### config.mk
export PLATFORM = sky130hd
export DESIGN_NAME = afifo_reader_flat
export DESIGN_NICKNAME = d
export VERILOG_FILES = /design/src/rtl/afifo_pkg.sv /design/src/rtl/afifo_reader_if.sv /design/src/rtl/afifo_skid_buf.sv /design/src/rtl/afifo_reader.sv /design/src/flat_wrapper.sv
export SDC_FILE = /design/constraint.sdc
export NUM_CORES = 1
export LEC_CHECK = 0
export ABC_CLOCK_PERIOD_IN_PS = 1810
export BUFFER_PORTS_ARGS = -buffer_cell sky130_fd_sc_hd__buf_2
export CAP_MARGIN = 25
export CELL_PAD_IN_SITES_DETAIL_PLACEMENT = 2
export CELL_PAD_IN_SITES_GLOBAL_PLACEMENT = 2
export CORE_MARGIN = 2
export CORE_UTILIZATION = 30
export CTS_CLUSTER_SIZE = 14
export DETAILED_ROUTE_END_ITERATION = 10
export GPL_TIMING_DRIVEN = 1
export PLACE_DENSITY_LB_ADDON = 0.1
export SYNTH_ARGS = -nofsm -noshare
export SYNTH_HDL_FRONTEND = slang
export SYNTH_SLANG_ARGS = --single-unit
export TNS_END_PERCENT = 20
### constraint.sdc
create_clock -name rclk -period 1.81 [get_ports rclk]
set_clock_uncertainty 0.2 [all_clocks]
set_input_delay 0.181 -clock rclk [delete_from_list [all_inputs] [get_ports rclk]]
set_output_delay 0.181 -clock rclk [all_outputs]
set_load 0.02 [all_outputs]
### src/rtl/afifo_pkg.sv
// Shared types and defaults for the async-FIFO read-side consumer.
package afifo_pkg;

  localparam int DATA_WIDTH = 8;

  typedef logic [DATA_WIDTH-1:0] afifo_word_t;
  typedef logic [1:0]            occ_t;

  localparam occ_t OCC_EMPTY = 2'd0;
  localparam occ_t OCC_ONE   = 2'd1;
  localparam occ_t OCC_FULL  = 2'd2;

endpackage

### src/rtl/afifo_reader_if.sv
// FIFO-pop and valid/ready stream signals of the read-domain consumer.
interface afifo_reader_if #(
  parameter int DATA_WIDTH = 8,
  parameter int CNT_WIDTH  = 16
);
  logic                  rd_en;
  logic                  rempty;
  logic [DATA_WIDTH-1:0] rdata;
  logic                  rinc;
  logic                  m_valid;
  logic [DATA_WIDTH-1:0] m_data;
  logic                  m_ready;
  logic [CNT_WIDTH-1:0]  rd_count;

  modport master (
    input  rd_en, rempty, rdata, m_ready,
    output rinc, m_valid, m_data, rd_count
  );

  modport slave (
    output rd_en, rempty, rdata, m_ready,
    input  rinc, m_valid, m_data, rd_count
  );
endinterface

### src/rtl/afifo_skid_buf.sv
// Two-entry skid buffer: slot0 is the presented head, slot1 absorbs one word
// popped while the head is stalled.
module afifo_skid_buf
  import afifo_pkg::*;
#(
  parameter int DATA_WIDTH = afifo_pkg::DATA_WIDTH
) (
  input  logic                  clk_i,
  input  logic                  rst_ni,
  input  logic                  push_i,
  input  logic [DATA_WIDTH-1:0] data_i,
  input  logic                  m_ready_i,
  output logic                  m_valid_o,
  output logic [DATA_WIDTH-1:0] m_data_o,
  output occ_t                  occ_o
);

  occ_t                  occ_q, occ_d;
  logic [DATA_WIDTH-1:0] slot0_q, slot0_d;
  logic [DATA_WIDTH-1:0] slot1_q, slot1_d;
  logic                  deq;

  assign m_valid_o = (occ_q != OCC_EMPTY);
  assign m_data_o  = slot0_q;
  assign occ_o     = occ_q;
  assign deq       = m_valid_o & m_ready_i;

  always_comb begin
    occ_d   = occ_q;
    slot0_d = slot0_q;
    slot1_d = slot1_q;
    unique case (occ_q)
      OCC_EMPTY: begin
        if (push_i) begin
          slot0_d = data_i;
          occ_d   = OCC_ONE;
        end
      end
      OCC_ONE: begin
        if (push_i && !deq) begin
          slot1_d = data_i;
          occ_d   = OCC_FULL;
        end else if (push_i && deq) begin
          slot0_d = data_i;
        end else if (deq) begin
          occ_d = OCC_EMPTY;
        end
      end
      OCC_FULL: begin
        if (deq) begin
          slot0_d = slot1_q;
          occ_d   = OCC_ONE;
        end
      end
      default: occ_d = OCC_EMPTY;
    endcase
  end

  always_ff @(posedge clk_i or negedge rst_ni) begin
    if (!rst_ni) begin
      occ_q   <= OCC_EMPTY;
      slot0_q <= '0;
      slot1_q <= '0;
    end else begin
      occ_q   <= occ_d;
      slot0_q <= slot0_d;
      slot1_q <= slot1_d;
    end
  end

endmodule

### src/rtl/afifo_reader.sv
// Read-domain FIFO consumer: pops into a skid buffer, streams out valid/ready,
// and counts popped words.
module afifo_reader
  import afifo_pkg::*;
#(
  parameter int DATA_WIDTH = afifo_pkg::DATA_WIDTH,
  parameter int CNT_WIDTH  = 16
) (
  input  logic           rclk,
  input  logic           rrst_n,
  afifo_reader_if.master bus
);

  occ_t                 occ;
  logic                 rinc;
  logic [CNT_WIDTH-1:0] cnt_q, cnt_d;

  // Reset gates rinc combinationally so the pop strobe drops as soon as
  // rrst_n falls, not at the next edge.
  assign rinc = rrst_n & bus.rd_en & ~bus.rempty & (occ != OCC_FULL);

  assign bus.rinc     = rinc;
  assign bus.rd_count = cnt_q;

  afifo_skid_buf #(
    .DATA_WIDTH(DATA_WIDTH)
  ) u_skid (
    .clk_i    (rclk),
    .rst_ni   (rrst_n),
    .push_i   (rinc),
    .data_i   (bus.rdata),
    .m_ready_i(bus.m_ready),
    .m_valid_o(bus.m_valid),
    .m_data_o (bus.m_data),
    .occ_o    (occ)
  );

  always_comb begin
    cnt_d = cnt_q;
    if (rinc) cnt_d = cnt_q + 1'b1;
  end

  always_ff @(posedge rclk or negedge rrst_n) begin
    if (!rrst_n) cnt_q <= '0;
    else         cnt_q <= cnt_d;
  end

endmodule

### src/flat_wrapper.sv
// flat-port wrapper written by rule: the top's interface ports become plain ports
module afifo_reader_flat import afifo_pkg::*;
#(
  parameter int DATA_WIDTH = afifo_pkg::DATA_WIDTH,
  parameter int CNT_WIDTH  = 16
)
  (rclk, rrst_n, bus_rd_en, bus_rempty, bus_rdata, bus_m_ready, bus_rinc, bus_m_valid, bus_m_data, bus_rd_count);
  afifo_reader_if #(.DATA_WIDTH(DATA_WIDTH), .CNT_WIDTH(CNT_WIDTH)) bus_i ();
  input  logic rclk;
  input  logic rrst_n;
  input wire logic [$bits(bus_i.rd_en)-1:0] bus_rd_en;
  input wire logic [$bits(bus_i.rempty)-1:0] bus_rempty;
  input wire logic [$bits(bus_i.rdata)-1:0] bus_rdata;
  input wire logic [$bits(bus_i.m_ready)-1:0] bus_m_ready;
  output wire logic [$bits(bus_i.rinc)-1:0] bus_rinc;
  output wire logic [$bits(bus_i.m_valid)-1:0] bus_m_valid;
  output wire logic [$bits(bus_i.m_data)-1:0] bus_m_data;
  output wire logic [$bits(bus_i.rd_count)-1:0] bus_rd_count;
  assign bus_i.rd_en = bus_rd_en;
  assign bus_i.rempty = bus_rempty;
  assign bus_i.rdata = bus_rdata;
  assign bus_i.m_ready = bus_m_ready;
  assign bus_rinc = bus_i.rinc;
  assign bus_m_valid = bus_i.m_valid;
  assign bus_m_data = bus_i.m_data;
  assign bus_rd_count = bus_i.rd_count;
  afifo_reader #(.DATA_WIDTH(DATA_WIDTH), .CNT_WIDTH(CNT_WIDTH)) u_core (.rclk(rclk), .rrst_n(rrst_n), .bus(bus_i));
endmodule
---- Word level (Yosys, flattened, before mapping) ----
Index checks and enable logic that the tools add are counted.
word-level totals
  bits in registers ....................... 34
  input bits .............................. 13
  output and inout bits ................... 26
  logic and storage cells ................. 39
cells by class
  $add $sub $neg .......................... 1
  equal/unequal tests ..................... 9
  mux-type cells .......................... 11
  bitwise gates (word level) .............. 5
  reduce and logical (&&, ||, !) cells .... 9
operators by type and width
  operator                                        number
  2-to-1 mux 8 bit                                4
  one-hot mux 8 bit (3 select lines)              1
  adder 16 x 1 -> 16 bit (second input constant)  1
  2-to-1 mux 2 bit                                5
  inequality test 2 bit (second input constant)   5
  inequality test 3 bit (second input constant)   2
  one-hot mux 2 bit (3 select lines)              1
  AND reduction 5 bit                             1
  AND 1 bit                                       4
  AND reduction 4 bit                             1
  nonzero test 3 bit                              1
  == test 2 x 1 -> 1 bit (second input constant)  1
  == test 2 bit (second input constant)           1
  logical AND 1 bit                               2
  logical NOT 2 bit                               1
  AND reduction 2 bit                             1
  nonzero test 2 bit                              1
  logical NOT 1 bit                               1
  inverter 1 bit                                  1

---- Logic depth before layout (Yosys ltp) ----
Gate-level depths: netlist of the first run.
  word-level depth ........................ 7
  mapped depth ............................ 5
  depth with buffers taken out ............ 4

---- Hierarchy ----
Synthesis of the first run repeated with hierarchy kept, for this count alone.
unflattened totals
  cells, all modules ...................... 117
  area total of the unflattened synthesis .. 1636.6 um^2
by module, submodules not included
  module          times used  cells an instance  area an instance (um^2)  seq. area each (um^2)
  afifo_skid_buf  1           57                 863.3                    450.4
  afifo_reader    1           60                 773.2                    400.4

---- Least setup slack after synthesis of the first run ----
OpenSTA, ideal clock, no wires.
  path type ............................... flip-flop to flip-flop
  start ................................... reg u_core.u_skid.occ_q[1], in the netlist u_core.u_skid.occ_o[1]
  end ..................................... reg u_core.u_skid.slot1_q[0]
  setup time .............................. 0.125 ns
  arrival time ............................ 1.279 ns
  required time ........................... 1.485 ns
  path slack .............................. 0.206 ns
  stages on the path, launching flop included .. 5
  buffers on the path ..................... 1
  clock period less this slack ............ 1.604 ns
  path through ............................ dfrtp_1 -> nand4bb_4 -> or2_1 -> buf_6 -> mux2_4
between the ends
  longest elaborated chain between the ends .. 5
  elaborated cells between the ends (all ways) .. 8
  those cells by class .................... eq/ne: 2; bitwise: 2; reduce/logical: 4
RTL lines
  item                                    RTL line              source
  start: declaration                      afifo_skid_buf.sv:18  occ_t occ_q, occ_d;
  start signal: assignment                afifo_skid_buf.sv:61  occ_q <= OCC_EMPTY;
  start signal: assignment                afifo_skid_buf.sv:65  occ_q <= occ_d;
  nonzero test 2 bit                      afifo_skid_buf.sv:23  assign m_valid_o = (occ_q != OCC_EMPTY);
  AND 1 bit                               afifo_skid_buf.sv:26  assign deq = m_valid_o & m_ready_i;
  logical NOT 1 bit                       afifo_skid_buf.sv:40  if (push_i && !deq) begin
  logical AND 1 bit                       afifo_skid_buf.sv:40
  AND reduction 2 bit (no source line) *  n/a
  end signal: assignment                  afifo_skid_buf.sv:67  slot1_q <= slot1_d;
  end: declaration                        afifo_skid_buf.sv:20  logic [DATA_WIDTH-1:0] slot1_q, slot1_d;
Every way passes the cells marked *; elsewhere a longest branch is shown, timed or not.
A chain may end at the register's enable or synchronous reset.

---- Worst setup path in the final report of the first run ----
  start ................................... reg u_core.u_skid.occ_q[1], in the netlist u_core.u_skid.occ_o[1]
  end ..................................... out bus_rinc
between the ends
  longest elaborated chain between the ends .. 2
RTL lines
  item                   RTL line            source
  inequality test 2 bit  afifo_reader.sv:20  assign rinc = rrst_n & bus.rd_en & ~bus.rempty & (occ != OCC_FULL);
  AND 1 bit              afifo_reader.sv:20
  end: declaration       flat_wrapper.sv:15  output wire logic [$bits(bus_i.rinc)-1:0] bus_rinc;
Every way passes these cells.

==> out/metrics.yaml, run 1 <==
outcome:
  outcome: "finished, final reports clean"
detailed_routing:
  routed_via_density: 4.76
  vias: 1233
  drt_wl_total_um: 4300
  dr.pass1.iters: 2
  drt_iter0_markers: 24
  drc: 0
  postRouteAntennaNets: 0
  post_drt_wl_per_cell_um: 16.6
placement:
  hpwl_um: 3150
  gp_congestion: 0.704
  dp_slack_ns: 0.0829
  place_inst: 241
  portBuffers: 38
finish:
  utilization_pct: 41.6
  antenna_cells: 0
  drive_above_1_share_pct: 39.2
  nets: 202
  area_growth_pct: 31.2
  fill_cells: 537
  final_cells: 259
clock_network:
  cts.root.buffer_cell: "clkbuf_8"
  cts_htree_levels: 2
  cts_sinks: 34
  cts_tree: "built"
  clkLatencyLatePin_ns: 0.28
  postCtsSetupRepairBufs: 0
  cts.clk_slew.worst_paths_ns: 0.07
  cts_buffers: 5
  clock_path_buffers: 2
logic_synthesis:
  synth_top_area_share_pct: 51.9
  synthDistinctLibCells: 37
  netlist_area_um2: 1640
  yosysMostFrequentCell: "dfrtp_1"
  syn_inst: 129
  syn_area_per_cell_um2: 12.7
  ys_seq_elements: 34
  seq_area_frac_synth_pct: 51.9
  synth_nets: 143
  synth_common_cells: "dfrtp_1 (34), nand2_1 (10), xor2_1 (9)"
  synthArstFlopShare_pct: 100
  synth_area_leaders: "dfrtp_1 (52%), mux2_4 (7.3%), xor2_1 (4.8%), o32a_1 (4.3%), o21a_1 (3.2%)"
  ys_warn_count: 0
  synth_ff_type: "dfrtp_1"
  synth_top_cell_by_area: "dfrtp_1"
  synth_edf_count: 0
sta:
  clock.fmax_ghz: 0.577
  tns_ns: 0
  finalHoldViolCount: 0
  fin_ws_ns: 0.0780
  maxSlewViolCount: 0
  fin_crit_sh_pct: 95.7
  finalCriticalPeriod_ns: 1.73
  setup_viol: 0
  slew_headroom_pct: 66.8
  tightest_slew_ns: 0.498
  rsz0062_at_grt: "false"
min_path:
  worstHoldPathType: "in -> reg"
  min_path_cells: 3
  holdPathEnd: "u_core.u_skid.occ_o[0]"
  worstHoldStart: "bus_m_ready"
floorplanning:
  ios: 39
  die_area_um2: 6070
  die_height_um: 77.9
  core_um2: 5170
  die_x_um: 77.9
  start_util_pct: 31.7
  fp-row-count: 26
setup_path:
  slowest_delay_ns: 0.38
  cp_top_family: "flip-flops"
  path_buf_inv: 2
  critPathRequiredTime_ns: 1.43
  end_kind: "output port"
  start_kind: "flip-flop"
  cp_max_fo: 6
  r2r_cells: 5
  critPathSlowestCell: "dfrtp_1"
  criticalPathCategory: "reg -> out"
  cp_cell_sequence: "buf_4, nand2b_4, and2_1, buf_2"
  r2r_slack_ns: 0.09
  rr_endpoint: "u_core.u_skid.m_data_o[2]"
  arrival_ns: 1.35
  reg2reg_from: "u_core.u_skid.occ_o[1]"
global_routing:
  antenna_found_initial: 0
  track_usage_pct: 16.1
  grt_pass1_vias: 1429
  grt_max_degree: 26
  grt_pass1_wl_um: 7570
  grt_overflow: 0
power_and_ir_drop:
  p_leak_nw: 1.02
  p_per_area_nw_per_um2: 1030
  vdd_drop_max_mv: 0.557
job:
  max_cap_violations: 0
layer usage:
metal	routed length, µm	GRT usage [%]	up-vias
met2	2170	27.0	25
met3	143	4.07	2
met1	1950	20.5	625
met5	0	0	-
li1	-	-	581
met4	27	4.82	0
worst reg2reg max path: cells and delay by family (launching register included):
family	cells	cell delay, ns
buf+inv	1	0.16
flops	1	0.38
simple gates	2	0.51
compound gates	2	0.36
repair_timing:
action                                  4_1_cts  5_1_grt
gates resized for setup                       1        2
endpoints found under the setup margin        1        2
hold endpoints to repair                     43        0
hold buffers                                 10        0
where the power goes:
group	internal [mW]	switching [mW]
combinational	0.281	0.316
clock	0.307	0.268
sequential	0.910	0.139
final cells by class:
class | instances | area [µm²] | share of cell area, %
inverter | 4 | 15.0 | 0.698
sequential | 34 | 852 | 39.6
tap | 70 | 87.6 | 4.07
clock inverter | 1 | 5.00 | 0.233
clock buffer | 7 | 86.3 | 4.02
multi-input combinational | 88 | 757 | 35.2
timing repair buffer | 55 | 347 | 16.1
through the flow:
stage	cell area, µm²	total power, mW	hold slack (ns)
global placement	1950	1.62	-0.154
floorplan	1640	1.40	-0.315
global route	2150	2.38	0.121
CTS	2140	2.26	0.0561
detailed placement	1950	1.65	-0.145
finish	2150	2.22	0.0699
logic make-up after synthesis:
family | count (synthesis) | share of synthesized area, %
and+or+nand+nor | 42 | 19.0
DFF | 34 | 51.9
AOI/OAI and AO/OA | 21 | 10.1
xor gates and xnor gates | 15 | 8.02
muxes | 9 | 8.02
buffers and inverters | 7 | 2.14
adders and majority gates | 1 | 0.764
how the worst max path moves through the flow:
stage / start / endpoint / slack, ns / depth (start not counted)
after floorplan: u_core.u_skid.occ_o[1] / u_core.u_skid.slot1_q[0] / 0.21 / 4
after global placement: u_core.u_skid.occ_o[1] / u_core.u_skid.slot1_q[0] / 0.15 / 3
after detailed placement: u_core.u_skid.occ_o[1] / u_core.u_skid.m_data_o[2] / 0.08 / 5
after CTS: u_core.u_skid.occ_o[0] / bus_m_valid / 0.03 / 3
after global routing: u_core.u_skid.occ_o[1] / bus_rinc / 0.005 / 4
final: u_core.u_skid.occ_o[1] / bus_rinc / 0.08 / 4
cells in the final DEF (no fill, tap or decap), drive strengths merged:
cell type	n
buf	45
dfrtp	34
nand2	10
dlygate4sd3	10
xor2	9
mux2	9
o32a	7
o21a	7
clkbuf	7
xnor2	6
nor3	6
nand3	5
nor2	4
inv	4
nor4	3
nand2b	3
a21oi	2
o21ai	2
and3	2
or2	2
nand4	2
and3b	1
and2	1
nand4bb	1
a21o	1
and4bb	1
and4	1
o22ai	1
a2bb2oi	1
ha	1
clkinv	1
sequential cells by signal, indices dropped and copies added, names as in the netlist:
| signal | flops |
|---|---|
| u_core.u_skid.slot1_q | 8 |
| u_core.bus.rd_count | 16 |
| u_core.u_skid.occ_o | 2 |
| u_core.u_skid.m_data_o | 8 |
Note: power is estimated with default switching activity, not from simulation.
==> run 2: changes to the inputs <==
--- a/config.mk
+++ b/config.mk
@@ -16,6 +16,7 @@
 export DETAILED_ROUTE_END_ITERATION = 10
 export GPL_TIMING_DRIVEN = 1
 export PLACE_DENSITY_LB_ADDON = 0.1
+export REMOVE_ABC_BUFFERS = 1
 export SYNTH_ARGS = -nofsm -noshare
 export SYNTH_HDL_FRONTEND = slang
 export SYNTH_SLANG_ARGS = --single-unit
==> run 2 against run 1 <==
Net effect: utilization unchanged; critical path depth down 1; largest cell class unchanged; first-iteration DRC count up 75%; worst hold slack better by 0.013 ns; die area unchanged; highest routed layer unchanged; wire length up 1.1%; sequential share of layout area down 0.058 points; largest power group unchanged.
==> out/metrics.yaml, run 2 (same netlist as run 1, synthesis figures left out) <==
outcome:
  outcome: "finished, final reports clean"  # unchanged
sta:
  fin_crit_sh_pct: 95.7  # about the same
  maxSlewViolCount: 0  # unchanged
  finalCriticalPeriod_ns: 1.73  # about the same
  fin_ws_ns: 0.0776  # was 0.0780 ns
  tightest_slew_ns: 0.417  # was 0.498 ns
  clock.fmax_ghz: 0.577  # about the same
  tns_ns: 0  # unchanged
  finalHoldViolCount: 0  # unchanged
  slew_headroom_pct: 72.2  # was 66.8%
  setup_viol: 0  # unchanged
  rsz0062_at_grt: "false"  # unchanged
clock_network:
  cts_sinks: 34  # unchanged
  cts.clk_slew.worst_paths_ns: 0.08  # was 0.07 ns
  cts_htree_levels: 2  # unchanged
  clkLatencyLatePin_ns: 0.28  # about the same
  postCtsSetupRepairBufs: 0  # unchanged
  cts_buffers: 5  # unchanged
  cts_tree: "built"  # unchanged
  clock_path_buffers: 2  # unchanged
  cts.root.buffer_cell: "clkbuf_8"  # unchanged
detailed_routing:
  dr.pass1.iters: 4  # was 2
  postRouteAntennaNets: 0  # unchanged
  drt_wl_total_um: 4350  # was 4300 µm
  routed_via_density: 4.84  # was 4.76
  post_drt_wl_per_cell_um: 16.9  # was 16.6 µm
  drc: 0  # unchanged
  drt_iter0_markers: 42  # was 24
  vias: 1245  # was 1,233
finish:
  fill_cells: 540  # was 537
  area_growth_pct: 31.2  # unchanged
  final_common_cell: "buf_2"  # unchanged
  nets: 200  # was 202
  utilization_pct: 41.6  # unchanged
  final_cell_mix: "buf_2 (38), dfrtp_1 (34), nand2_1 (10), dlygate4sd3_1 (10), xor2_1 (9)"  # was buf_2 (38), dfrtp_1 (33), nand2_1 (10), dlygate4sd3_1 (10), xor2_1 (9)
  regArea_um2: 851  # was 852 µm²
  fin_area_um2: 2150  # unchanged
  largest_reg_flops: 16  # unchanged
  drive_above_1_share_pct: 39.6  # was 39.2%
  antenna_cells: 0  # unchanged
  multiInputGateArea_um2: 754  # was 757 µm²
floorplanning:
  start_util_pct: 31.7  # unchanged
  ios: 39  # unchanged
  core_um2: 5170  # unchanged
  fp-row-count: 26  # unchanged
  die_height_um: 77.9  # unchanged
  die_x_um: 77.9  # unchanged
  die_area_um2: 6070  # unchanged
setup_path:
  rr_endpoint: "u_core.u_skid.m_data_o[2]"  # unchanged
  cp_max_fo: 6  # unchanged
  end_kind: "output port"  # unchanged
  start_kind: "flip-flop"  # unchanged
  r2r_cells: 5  # unchanged
  critPathRequiredTime_ns: 1.43  # about the same
  criticalPathCategory: "reg -> out"  # unchanged
  critPathLaunch: "u_core.u_skid.occ_o[0]"  # was u_core.u_skid.occ_o[1]
  reg2reg_from: "u_core.u_skid.occ_o[1]"  # unchanged
  r2r_slack_ns: 0.08  # was 0.09 ns
  arrival_ns: 1.35  # about the same
placement:
  placedInstanceArea_um2: 1930  # was 1950 µm²
  gp_congestion: 0.748  # was 0.704
  hpwl_um: 3030  # was 3150 µm
  portBuffers: 38  # unchanged
  dp_slack_ns: 0.0876  # was 0.0829 ns
power_and_ir_drop:
  vdd_drop_max_mv: 0.599  # was 0.557 mV
  p_leak_nw: 1.01  # was 1.02 nW
  p_per_area_nw_per_um2: 1090  # was 1030 nW/µm²
global_routing:
  grt_overflow: 0  # unchanged
  grt_pass1_wl_um: 7360  # was 7570 µm
  grt_max_degree: 33  # was 26
  track_usage_pct: 15.6  # was 16.1%
  grt_pass1_vias: 1399  # was 1,429
  antenna_found_initial: 0  # unchanged
min_path:
  worstHoldStart: "bus_m_ready"  # unchanged
  min_path_cells: 3  # unchanged
  holdPathEnd: "u_core.u_skid.occ_o[0]"  # unchanged
  worstHoldPathType: "in -> reg"  # unchanged
job:
  max_cap_violations: 0  # unchanged
[run 2: cell count changes in the layout (fill, tap and decap cells not counted), sizes merged]
| cell | before | now |
|---|---|---|
| buf | 45 | 43 |
| bufinv | 0 | 1 |
| clkbuf | 7 | 5 |
| clkinv | 1 | 0 |
| clkinvlp | 0 | 2 |
[run 2: routing by layer]
metal / up-vias / routed length, µm / share of wire (%) / GRT usage, %
met2: 31 / 2160 / 50 / 25.5
met4: 0 / 24 / 0.55 / 3.75
met1: 636 / 1960 / 45 / 20.6
met5: - / 0 / 0 / 0
li1: 576 / - / - / -
met3: 2 / 197 / 4.5 / 3.95
[run 2: final cells by class]
type,count,area share [%]
Sequential cell,34,39.6
Clock inverter,3,2.10
Clock buffer,5,3.20
Tap cell,70,4.07
Multi-Input combinational cell,88,35.1
Timing Repair Buffer,53,15.3
Inverter,4,0.698
[run 2: critical path, cell delays in order, from the launching register on]
cell,delay (ns)
dfrtp_1,0.43
nand2b_2,0.27
and2_4,0.21
buf_2,0.15
[run 2: worst max-delay path by stage]
stage,endpoint,cells after the start
final,bus_rinc,3
after global routing,bus_rinc,3
after CTS,bus_rinc,3
after detailed placement,u_core.u_skid.slot1_q[3],3
after global placement,u_core.u_skid.m_data_o[2],5
after floorplan,u_core.bus.rd_count[1],3
[run 2: stage by stage]
step	instances	hold slack, ns	total power, mW
floorplan	126	-0.315	1.40
global placement	239	-0.176	1.60
detailed placement	239	-0.170	1.62
CTS	257	0.0836	2.37
global route	257	0.134	2.47
finish	257	0.0834	2.33
[run 2: what timing repair did]
item,CTS,global route
endpoints found under the setup margin,1,1
hold endpoints to repair,43,0
hold buffers,10,0
gates resized for setup,1,1
[run 2: power breakdown]
group | internal, mW | total [mW] | switching, mW
registers | 0.908 | 1.07 | 0.164
logic | 0.260 | 0.556 | 0.296
clock network | 0.410 | 0.706 | 0.296
total | 1.58 | 2.33 | 0.755
==> run 3: changes to the inputs <==
--- a/config.mk
+++ b/config.mk
@@ -16,6 +16,7 @@
 export DETAILED_ROUTE_END_ITERATION = 10
 export GPL_TIMING_DRIVEN = 1
 export PLACE_DENSITY_LB_ADDON = 0.1
+export RECOVER_POWER = 25
 export REMOVE_ABC_BUFFERS = 1
 export SYNTH_ARGS = -nofsm -noshare
 export SYNTH_HDL_FRONTEND = slang
==> run 3 against run 2 <==
Net effect: utilization shrank 0.48 points; sequential cell count is the same; maximum frequency is the same; worst setup slack is the same; register-to-register slack is essentially flat; via count grew 0.16%; total power shrank 0.61%; global-route usage is the same; count of clock-buffer cells in the layout is the same; clock power is essentially flat; critical path depth is the same; combinational power shrank 3%.
==> out/metrics.yaml, run 3 (same netlist as run 1, synthesis figures left out) <==
sta:
  tightest_slew_ns: 0.453  # was 0.417 ns
  tns_ns: 0  # unchanged
  finalCriticalPeriod_ns: 1.73  # unchanged
  setup_viol: 0  # unchanged
  finalHoldViolCount: 0  # unchanged
  maxSlewViolCount: 0  # unchanged
  clock.fmax_ghz: 0.577  # unchanged
  fin_crit_sh_pct: 95.7  # unchanged
  rsz0062_at_grt: "false"  # unchanged
  slew_headroom_pct: 69.8  # was 72.2%
power_and_ir_drop:
  vdd_drop_max_mv: 0.599  # about the same
  p_leak_nw: 0.951  # was 1.01 nW
  p_per_area_nw_per_um2: 1090  # about the same
global_routing:
  grt_pass1_wl_um: 7360  # unchanged
  antenna_found_initial: 0  # unchanged
  track_usage_pct: 15.6  # unchanged
  grt_overflow: 0  # unchanged
  grt_max_degree: 33  # unchanged
  grt_pass1_vias: 1399  # unchanged
floorplanning:
  core_um2: 5170  # unchanged
  fp-row-count: 26  # unchanged
  die_x_um: 77.9  # unchanged
  die_height_um: 77.9  # unchanged
  start_util_pct: 31.7  # unchanged
  ios: 39  # unchanged
  die_area_um2: 6070  # unchanged
finish:
  drive_above_1_share_pct: 28.9  # was 39.6%
  utilization_pct: 41.1  # was 41.6%
  final_cell_mix: "dfrtp_1 (34), clkbuf_1 (20), buf_2 (18), nand2_1 (10), dlygate4sd3_1 (10)"  # was buf_2 (38), dfrtp_1 (34), nand2_1 (10), dlygate4sd3_1 (10), xor2_1 (9)
  regArea_um2: 851  # unchanged
  multiInputGateArea_um2: 754  # unchanged
  area_growth_pct: 29.7  # was 31.2%
  nets: 200  # unchanged
  fill_cells: 549  # was 540
  antenna_cells: 0  # unchanged
  final_common_cell: "dfrtp_1"  # was buf_2
  largest_reg_flops: 16  # unchanged
job:
  max_cap_violations: 0  # unchanged
clock_network:
  cts.root.buffer_cell: "clkbuf_8"  # unchanged
  clkLatencyLatePin_ns: 0.28  # about the same
  clock_path_buffers: 2  # unchanged
  cts_sinks: 34  # unchanged
  cts_buffers: 5  # unchanged
  cts.clk_slew.worst_paths_ns: 0.08  # about the same
  postCtsSetupRepairBufs: 0  # unchanged
  cts_tree: "built"  # unchanged
  cts_htree_levels: 2  # unchanged
setup_path:
  criticalPathCategory: "reg -> out"  # unchanged
  end_kind: "output port"  # unchanged
  cp_max_fo: 6  # unchanged
  start_kind: "flip-flop"  # unchanged
  critPathRequiredTime_ns: 1.43  # about the same
  arrival_ns: 1.35  # about the same
placement:
  portBuffers: 38  # unchanged
  gp_congestion: 0.748  # unchanged
  hpwl_um: 3030  # unchanged
outcome:
  outcome: "finished, final reports clean"  # unchanged
detailed_routing:
  drc: 0  # unchanged
  dr.pass1.iters: 4  # unchanged
  post_drt_wl_per_cell_um: 17.0  # was 16.9 µm
  vias: 1247  # was 1,245
  postRouteAntennaNets: 0  # unchanged
  drt_wl_total_um: 4360  # was 4350 µm
  drt_iter0_markers: 44  # was 42
  routed_via_density: 4.85  # was 4.84
min_path:
  worstHoldPathType: "in -> reg"  # unchanged
## run 3: cell types whose count changed in the layout (fill, tap and decap cells not counted), sizes merged
| cell | change |
|---|---|
| buf | -21 |
| clkbuf | +21 |
## run 3: worst max-delay path, stage by stage (launching register included)
cell and delay, ns:
dfrtp_1 0.43, nand2b_2 0.27, and2_4 0.21, buf_2 0.15
## run 3: layer usage
| layer | GRT usage, % | part of all wire (%) | routed length, µm |
|---|---|---|---|
| met5 | 0 | 0 | 0 |
| met4 | 3.75 | 0.55 | 24 |
| met3 | 3.95 | 4.7 | 203 |
| met2 | 25.5 | 50 | 2160 |
| met1 | 20.6 | 45 | 1970 |
## run 3: path summary, 6_finish.rpt
kind / startpoint / end / slack [ns] / depth (start not counted)
min in group asynchronous: rrst_n / u_core.u_skid.occ_o[0] / 0.35 / 2
min: bus_m_ready / u_core.u_skid.occ_o[0] / 0.08 / 3
min reg2reg: u_core.bus.rd_count[15] / u_core.bus.rd_count[15] / 0.28 / 1
max reg2reg: u_core.u_skid.occ_o[1] / u_core.u_skid.m_data_o[2] / 0.08 / 5
max in group asynchronous: rrst_n / u_core.bus.rd_count[13] / 0.30 / 3
max: u_core.u_skid.occ_o[0] / bus_rinc / 0.08 / 3
## run 3: metrics by stage
stage / total power, mW / hold WS [ns] / worst slack [ns] / std cells / cell area, µm²
floorplan: 1.40 / -0.315 / 0.121 / 126 / 1620
global placement: 1.60 / -0.176 / 0.124 / 239 / 1930
detailed placement: 1.62 / -0.170 / 0.0876 / 239 / 1930
CTS: 2.37 / 0.0836 / 0.0600 / 257 / 2150
global route: 2.46 / 0.134 / 0.00628 / 257 / 2120
finish: 2.32 / 0.0834 / 0.0776 / 257 / 2120
## run 3: area by class of cell
| cell class | count | area share (%) |
|---|---|---|
| Timing Repair Buffer | 53 | 14.3 |
| Inverter | 4 | 0.707 |
| Multi-Input combinational cell | 88 | 35.5 |
| Sequential cell | 34 | 40.0 |
| Tap cell | 70 | 4.12 |
| Clock buffer | 5 | 3.24 |
| Clock inverter | 3 | 2.12 |
## run 3: where the power goes
part | switching [mW] | internal (mW) | total, mW
logic | 0.296 | 0.244 | 0.540
clock network | 0.296 | 0.410 | 0.706
registers | 0.165 | 0.908 | 1.07
total | 0.757 | 1.56 | 2.32
## run 3: what timing repair did
item	4_1_cts	5_1_grt
setup endpoints to repair	1	1
pin swaps	0	0
gates resized for setup	1	1
endpoints found under the hold margin	43	0
hold buffers	10	0
